### src/rtl/rs232_tx.sv
// RS232 byte serializer: start bit, 8 data bits LSB first, optional parity, 1 or 2 stop bits.
// Every line bit is advanced by the bit-rate enable from the RS232 clock generator.
module rs232_tx #(
    parameter int PARITY_EN  = 0,
    parameter int PARITY_ODD = 0,
    parameter int STOP_BITS  = 1
) (
    input  logic       clk,
    input  logic       rst,
    input  logic       clk_rs232_en,
    input  logic [7:0] tx_data,
    input  logic       tx_valid,
    output logic       tx_ready,
    output logic       tx,
    output logic       tx_busy
);

    typedef enum logic [2:0] {
        IDLE,
        SYNC,
        START,
        DATA,
        PARITY,
        STOP
    } state_t;

    localparam logic STOP_LAST = (STOP_BITS == 2);

    state_t      state_q, state_d;
    logic [7:0]  data_q, data_d;
    logic [2:0]  idx_q, idx_d;
    logic        stop_q, stop_d;
    logic        tx_q, tx_d;
    logic        parity;

    assign parity = (^data_q) ^ (PARITY_ODD != 0);

    always_comb begin
        state_d = state_q;
        data_d  = data_q;
        idx_d   = idx_q;
        stop_d  = stop_q;
        tx_d    = tx_q;
        case (state_q)
            IDLE: begin
                if (tx_valid) begin
                    data_d  = tx_data;
                    state_d = SYNC;
                end
            end
            SYNC: begin
                if (clk_rs232_en) begin
                    tx_d    = 1'b0;
                    state_d = START;
                end
            end
            START: begin
                if (clk_rs232_en) begin
                    tx_d    = data_q[0];
                    idx_d   = 3'd0;
                    state_d = DATA;
                end
            end
            DATA: begin
                if (clk_rs232_en) begin
                    if (idx_q != 3'd7) begin
                        tx_d  = data_q[idx_q + 3'd1];
                        idx_d = idx_q + 3'd1;
                    end else if (PARITY_EN != 0) begin
                        tx_d    = parity;
                        state_d = PARITY;
                    end else begin
                        tx_d    = 1'b1;
                        stop_d  = 1'b0;
                        state_d = STOP;
                    end
                end
            end
            PARITY: begin
                if (clk_rs232_en) begin
                    tx_d    = 1'b1;
                    stop_d  = 1'b0;
                    state_d = STOP;
                end
            end
            STOP: begin
                // Once the final stop bit is on the line, release to IDLE so that a
                // waiting byte's start bit lands on the enable that ends this stop bit.
                if (stop_q == STOP_LAST) begin
                    state_d = IDLE;
                end else if (clk_rs232_en) begin
                    stop_d = stop_q + 1'b1;
                end
            end
            default: begin
                state_d = IDLE;
                tx_d    = 1'b1;
            end
        endcase
    end

    always_ff @(posedge clk or posedge rst) begin
        if (rst) begin
            state_q <= IDLE;
            data_q  <= 8'h00;
            idx_q   <= 3'd0;
            stop_q  <= 1'b0;
            tx_q    <= 1'b1;
        end else begin
            state_q <= state_d;
            data_q  <= data_d;
            idx_q   <= idx_d;
            stop_q  <= stop_d;
            tx_q    <= tx_d;
        end
    end

    assign tx       = tx_q;
    assign tx_ready = (state_q == IDLE);
    assign tx_busy  = (state_q != IDLE);

endmodule

### config.mk
export PLATFORM = sky130hd
export DESIGN_NAME = rs232_tx
export DESIGN_NICKNAME = d
export VERILOG_FILES = /design/src/rtl/rs232_tx.sv
export SDC_FILE = /design/constraint.sdc
export NUM_CORES = 1
export LEC_CHECK = 0
export CORE_UTILIZATION = 40
export CTS_CLUSTER_SIZE = 40
export DETAILED_ROUTE_END_ITERATION = 10
export PLACE_DENSITY = 0.66
export RECOVER_POWER = 50
export SETUP_SLACK_MARGIN = 0.05
export SLEW_MARGIN = 20
export SYNTH_ARGS = -nofsm -noshare
export SYNTH_HDL_FRONTEND = slang
export SYNTH_SLANG_ARGS = --single-unit
### constraint.sdc
create_clock -name clk -period 1.59 [get_ports clk]
set_input_delay 0.3975 -clock clk [delete_from_list [all_inputs] [get_ports clk]]
set_output_delay 0.3975 -clock clk [all_outputs]
set_load 0.05 [all_outputs]
Word-level counts from Yosys, hierarchy flattened
Index checks and enable logic that the tools add are counted. Widths: inputs -> output; s select.

Bitwise operators: 1. Multiplexer cells: 25. Add/sub/neg operators: 2. Reduce and logical (&&, ||, !) cells: 10. Magnitude comparators: 1. Eq/ne operators: 14.

Operator list (count): $mux 3 (10); $pmux 3 s6 (1); $ne 2x2->1 const B (8); $mux 1 (10); $reduce_and 4->1 (2); $reduce_and 7->1 (1); $eq 3x2->1 const B (2); $eq 3x3->1 const B (2); $pmux 3 s2 (1); $reduce_bool 3->1 (2); $pmux 1 s5 (1); $reduce_and 5->1 (1); $lt 3x4->1 const B (1); $add 3x1->3 const B (1); $bmux 1 s3 (1); $eq 3x1->1 const B (1); $logic_not 3->1 (1); $ne 3x3->1 const B (1); $pmux 1 s3 (1); $reduce_and 2->1 (1); $reduce_bool 2->1 (1); $reduce_or 2->1 (1); $add 1x1->1 const B (1); $not 1->1 (1).

Flip-flop bits (word level): 16. Output and inout bits: 3. Input bits: 12.

Logic depth before layout (Yosys ltp)
Gate-level depths: netlist of run 1.

Depth in word-level cells: 6. Gate-level depth with buffers: 7. Depth with buffers taken out: 6.

Least setup slack after synthesis of run 1
Ideal clock, no wire load.

Path type: register to output. Start point: register state_q[0]. End point: output tx_ready. Cell stages (with the launch flop): 4. Data arrival time: 1592 ps. Slack: -399 ps. Cell sequence: dfrtp_1 -> clkbuf_1 -> or3_1 -> inv_1.

Word-level cells in the longest chain between the ends: 1.

RTL lines: start: declaration (RTL line 29) `state_t state_q, state_d;`; start signal: assignment (RTL line 110) `state_q <= state_d;`; $logic_not 3->1 (RTL line 119) `assign tx_ready = (state_q == IDLE);`; end: declaration (RTL line 13) `output logic tx_ready,`.

No other way between the ends.

Worst setup path after layout of run 1
Start point: register state_q[1]. End point: output tx_ready.

Same word-level chain as after synthesis.

==> results of run 1 <==
==> worst paths after layout <==
check	start	end	cells past startpoint
setup / recovery	state_q[1]	tx_ready	3
min in group asynchronous	rst	data_q[3]	3
hold / removal	data_q[7]	data_q[7]	1
max in group asynchronous	rst	data_q[0]	3
hold reg to reg	data_q[7]	data_q[7]	1
setup reg to reg	idx_q[0]	tx	6
==> stage by stage <==
stage | setup TNS [ns] | std cells | hold slack (ns)
after global routing | -0.238 | 139 | 0.537
after floorplan | -0.0541 | 82 | 0.311
after global placement | -1.20 | 130 | 0.489
final | -0.141 | 139 | 0.516
after CTS | -0.168 | 137 | 0.417
after detailed placement | -1.46 | 130 | 0.497
==> layout make-up <==
class / instances / area, sq um
fillers: 166 / 746
multi-input cells: 54 / 465
flip-flops and latches: 16 / 402
repair buffers: 32 / 293
clock buffers: 4 / 36.3
well taps: 27 / 33.8
inverters: 6 / 26.3
==> routing by layer <==
metal | routed length, microns | GRT usage | vias up
met5 | 0 | 0 | -
met3 | 45 | 0.0187 | 0
met4 | 0 | 0.0294 | 0
met1 | 826 | 0.238 | 328
met2 | 785 | 0.245 | 11
li1 | - | - | 354
==> cell families (layout without fill, tap and decap cells) <==
family / Yosys count / after routing / share of synthesized area
DFF: 16 / 16 / 0.459
adders and majority gates: 2 / 2 / 0.0286
muxes: 12 / 12 / 0.163
AOI/OAI and AO/OA: 18 / 18 / 0.139
and+or+nand+nor: 22 / 22 / 0.147
buffers and inverters: 12 / 42 / 0.0643
==> sequential cells by signal (all words and copies together), names as in the netlist <==
| signal | count |
|---|---|
| state_q | 3 |
| tx | 1 |
| data_q | 8 |
| stop_q | 1 |
| idx_q | 3 |
==> power breakdown <==
part	total, mW	internal, mW	switching (mW)
Sequential	0.689	0.579	0.111
Clock	0.261	0.139	0.122
Combinational	0.832	0.474	0.358
Total	1.78	1.19	0.591
==> synthesized netlist by cell type <==
| cell | n | area share |
|---|---|---|
| a211o_1 | 1 | 0.010 |
| a21oi_1 | 5 | 0.029 |
| a22o_1 | 2 | 0.020 |
| a31oi_1 | 1 | 0.0071 |
| buf_2 | 3 | 0.017 |
| buf_6 | 1 | 0.013 |
| clkbuf_1 | 2 | 0.0086 |
| dfrtp_1 | 15 | 0.43 |
| dfstp_2 | 1 | 0.030 |
| ha_1 | 2 | 0.029 |
| inv_1 | 6 | 0.026 |
| mux2_2 | 8 | 0.10 |
| mux2i_1 | 3 | 0.034 |
| mux4_2 | 1 | 0.026 |
| nand2_1 | 7 | 0.030 |
| nand2b_1 | 2 | 0.014 |
| nand3b_1 | 1 | 0.0086 |
| nand4b_1 | 1 | 0.010 |
| nor2_1 | 4 | 0.017 |
| nor2b_1 | 1 | 0.0071 |
| nor3_1 | 3 | 0.017 |
| nor3b_1 | 1 | 0.0086 |
| nor4b_4 | 1 | 0.027 |
| o21ai_0 | 3 | 0.017 |
| o221a_2 | 1 | 0.013 |
| o221ai_1 | 1 | 0.010 |
| o22ai_1 | 2 | 0.014 |
| o311ai_0 | 1 | 0.010 |
| o31ai_1 | 1 | 0.0086 |
| or3_1 | 1 | 0.0071 |
==> worst reg2reg max path, cell delays in order, from the launching register on <==
cell and delay (ns):
dfrtp_1 0.40, ha_2 0.20, ha_4 0.16, nor3b_4 0.19
o221ai_2 0.10, a211o_1 0.28, o221a_2 0.12
==> cell usage in the layout, fill, tap and decap left out, types with 3 or more instances in the layout <==
cell type        instances
mux2i_1                  3
buf_4                   17
dfrtp_1                 15
nor2_1                   4
mux2_2                   8
clkbuf_4                 3
clkdlybuf4s50_1         10
inv_1                    5
nand2_1                  7
a21oi_1                  5
==> repair_timing <==
action                                  in CTS  in global routing
endpoints found under the setup margin       3                  5
setup buffers                                3                  2
gates resized for setup                      1                  9
pin swaps                                    0                  3
==> flow_summary.json, run 1 <==
{
  "status": "finished, violations left",
  "violations": "negative setup slack",
  "cts.path.max_buffers": 2,
  "num_rows": 16,
  "critPathBufInv": 2,
  "ios": 15,
  "max_cap_violations": 0,
  "drt-wirelength-per-cell_microns": 11.9,
  "clockRootBuffer": "clkbuf_4",
  "cts-buffers-inserted": 3,
  "ir_drop_uv": 962,
  "die_h_microns": 48.8,
  "syn_area_per_cell_sq_um": 10.7,
  "worstSetupEndpointType": "output pin",
  "yosysUniqueCellTypes": 30,
  "port_buffers": 14,
  "ys_warn_count": 0,
  "worst_pin_slew_ns": 0.852,
  "ant_nets": 0,
  "final_util": 0.628,
  "crit_family": "simple AND/OR/NAND/NOR gates",
  "core_area_sq_um": 2000,
  "grt_pass1_wl_microns": 2990,
  "path_class": "reg -> out",
  "ctsHtreeMaxLevel": 1,
  "crit_required_ns": 1.19,
  "antenna_found_initial": 0,
  "die_area_sq_um": 2380,
  "n_antenna_cell": 0,
  "cp.arrival_ns": 1.27,
  "hold_class": "reg -> reg",
  "ff2ff_setup_slack_ns": 0.08,
  "via_per_inst": 4.99,
  "cp-start-kind": "register",
  "fin_crit_sh": 1.05,
  "p_total_mw": 1.78,
  "leakagePower_nw": 0.528,
  "die_x_microns": 48.8,
  "first_pass_iters": 2,
  "seq_area_frac_synth": 0.459,
  "path_clk_slew_ns": 0.09,
  "syn_area_sq_um": 876,
  "dp_hpwl_microns": 1250,
  "area_growth_pct": 43.4,
  "grt_pass1_vias": 694,
  "synth.net_count": 96,
  "drive_gt1_frac": 0.393,
  "finalHoldViolations": 0,
  "crit_chain": "or3_4 -> clkinvlp_4 -> buf_12",
  "grt-ovfl-total": 0,
  "clock_latency_ns": 0.28,
  "start_util": 0.438,
  "place.gp.congestion": 0.809,
  "fmaxAchievable_ghz": 0.599,
  "crit_path_max_incr_delay_ns": 0.40,
  "drc": 0,
  "fin_skew_ns": 0.00689,
  "hold_buffers": 0,
  "grt_util_all_layers": 0.158,
  "cts_tree": "done",
  "layout.nets": 127,
  "pre_cts_slack_ns": -0.164,
  "final_area_sq_um": 1260,
  "synth_seq_cells": 16,
  "cts_sinks": 16,
  "wl_microns": 1660,
  "path_max_fanout": 2,
  "vias": 693,
  "cpMaxStageDelayCell": "or3_4",
  "synthCells": 82,
  "power.density_nw_per_um2": 1420,
  "report.final.slew_viol_count": 0,
  "drt_iter0_markers": 9,
  "setup_ws_ns": -0.0781,
  "rsz0062_at_grt": "true",
  "setup_viol": 2,
  "slew_headroom": 0.432,
  "place_area_sq_um": 1140,
  "grt_max_degree": 17,
  "fin_crit_ns": 1.67
}
Note: power is estimated with default switching activity, not from simulation.
==> run 2, diff against run 1 <==
--- a/config.mk
+++ b/config.mk
@@ -5,11 +5,13 @@
 export SDC_FILE = /design/constraint.sdc
 export NUM_CORES = 1
 export LEC_CHECK = 0
+export CORE_MARGIN = 8
 export CORE_UTILIZATION = 40
 export CTS_CLUSTER_SIZE = 40
 export DETAILED_ROUTE_END_ITERATION = 10
-export PLACE_DENSITY = 0.66
+export PLACE_DENSITY = 0.67
 export RECOVER_POWER = 50
+export REMOVE_ABC_BUFFERS = 1
 export SETUP_SLACK_MARGIN = 0.05
 export SLEW_MARGIN = 20
 export SYNTH_ARGS = -nofsm -noshare
==> flow_summary.json, run 2 (synthesis gave the netlist of run 1 again) <==
{
  "status": "finished, violations left",
  "violations": "negative setup slack",
  "worst_pin_slew_ns": 0.838,
  "path_class": "reg -> out",
  "path_max_fanout": 2,
  "fmaxAchievable_ghz": 0.596,
  "rsz0062_at_grt": "true",
  "cts_tree": "done",
  "multi_input_area_sq_um": 464,
  "place.gp.congestion": 0.757,
  "setup_ws_ns": -0.0868,
  "core_area_sq_um": 2150,
  "grt-ovfl-total": 0,
  "cts-buffers-inserted": 3,
  "slew_headroom": 0.442,
  "fillers": 195,
  "die_area_sq_um": 3940,
  "antenna_found_initial": 0,
  "vias": 728,
  "clkPwrFrac": 0.148,
  "r2r-start": "idx_q[1]",
  "ant_nets": 0,
  "path_clk_slew_ns": 0.09,
  "drive_gt1_frac": 0.389,
  "start_util": 0.408,
  "report.final.slew_viol_count": 0,
  "num_rows": 17,
  "cpMaxStageDelayCell": "dfrtp_1",
  "final_common_cell": "buf_4",
  "cp.arrival_ns": 1.28,
  "worstSetupEndpointType": "output pin",
  "finalHoldViolations": 0,
  "grt_max_degree": 17,
  "crit_chain": "or3_4 -> inv_2 -> buf_12",
  "power_frac_seq": 0.381,
  "wl_microns": 1980,
  "fin_cells": 141,
  "fin_crit_ns": 1.68,
  "leakagePower_nw": 0.540,
  "first_pass_iters": 4,
  "clock_latency_ns": 0.30,
  "cts_sinks": 16,
  "crit_required_ns": 1.19,
  "largestRegisters": "data_q: 8 flops, idx_q: 3 flops, state_q: 3 flops",
  "largest-register": "data_q",
  "via_per_inst": 5.16,
  "die_x_microns": 62.8,
  "drt_iter0_markers": 18,
  "largest_reg_flops": 8,
  "worstSetupStartpoint": "state_q[0]",
  "internal_power_mw": 1.22,
  "crit_family": "flip-flops",
  "cp-start-kind": "register",
  "fin_skew_ns": 0.000725,
  "fin_crit_sh": 1.05,
  "drc": 0,
  "combPwrFrac": 0.471,
  "ctsHtreeMaxLevel": 1,
  "seq_area_sq_um": 402,
  "final_area_sq_um": 1260,
  "hold_ws_ns": 0.515,
  "hold_buffers": 0,
  "ir_drop_uv": 747,
  "critPathBufInv": 2,
  "area_growth_pct": 43.9,
  "clockRootBuffer": "clkbuf_4",
  "max_cap_violations": 0,
  "layout.nets": 128,
  "hold_class": "reg -> reg",
  "n_antenna_cell": 0,
  "power.density_nw_per_um2": 1480,
  "crit_path_max_incr_delay_ns": 0.39,
  "grt_pass1_vias": 769,
  "dp_hpwl_microns": 1480,
  "ios": 15,
  "p_total_mw": 1.86,
  "grt_pass1_wl_microns": 3490,
  "port_buffers": 14,
  "hold_path_startpoint": "data_q[3]",
  "cts.path.max_buffers": 2,
  "dp.cells": 132,
  "setup_viol": 2,
  "power_switching_mw": 0.636,
  "die_h_microns": 62.8,
  "place_area_sq_um": 1140,
  "mostFrequentLayoutCells": "buf_4 (18), dfrtp_1 (15), clkdlybuf4s50_1 (10), mux2_2 (8), nand2_1 (7)",
  "grt_util_all_layers": 0.110,
  "drt-wirelength-per-cell_microns": 14.0,
  "power.switching_fraction": 0.342
}
run 2: layout make-up:
type                            instances  area share
Clock buffer                            4      0.0288
Multi-Input combinational cell         54       0.368
Inverter                                6      0.0179
Timing Repair Buffer                   33       0.238
Sequential cell                        16       0.319
Tap cell                               28      0.0278
run 2: metrics by stage:
stage / setup WS, ns / TNS (ns) / util
floorplan: -0.303 / -0.352 / -
CTS: -0.0932 / -0.176 / 0.557
global route: -0.128 / -0.262 / 0.586
global placement: -0.198 / -1.42 / 0.531
finish: -0.0868 / -0.167 / 0.586
detailed placement: -0.192 / -1.93 / 0.531
run 2: power groups by stage:
stage | clock network (mW) | logic, mW | registers (mW)
floorplan | 0 | 0.423 | 0.737
CTS | 0.276 | 0.774 | 0.690
finish | 0.275 | 0.876 | 0.709
global route | 0.291 | 0.959 | 0.737
detailed placement | 0 | 0.755 | 0.704
global placement | 0 | 0.721 | 0.695
run 2: worst paths after layout:
kind                              to  slack [ns]  cells after the start
setup / recovery            tx_ready       -0.09                      3
hold / removal             data_q[3]        0.52                      1
setup reg to reg                  tx        0.02                      6
hold reg to reg            data_q[3]        0.52                      1
max in group asynchronous   idx_q[1]        0.31                      3
min in group asynchronous     stop_q        0.77                      3
run 2: repair_timing:
item / in CTS / in global routing
resized for setup: 2 / 8
endpoints found under the hold margin: 0 / 0
buffers inserted: 2 / 3
endpoints found under the setup margin: 2 / 5
pin swaps: 1 / 3
run 2: routing by layer:
| metal | track usage | part of all wire | vias up |
|---|---|---|---|
| met4 | 0.0769 | 0.016 | 0 |
| met3 | 0.0215 | 0.030 | 3 |
| met2 | 0.172 | 0.51 | 17 |
| li1 | - | - | 358 |
| met1 | 0.132 | 0.44 | 350 |
| met5 | 0 | 0 | - |
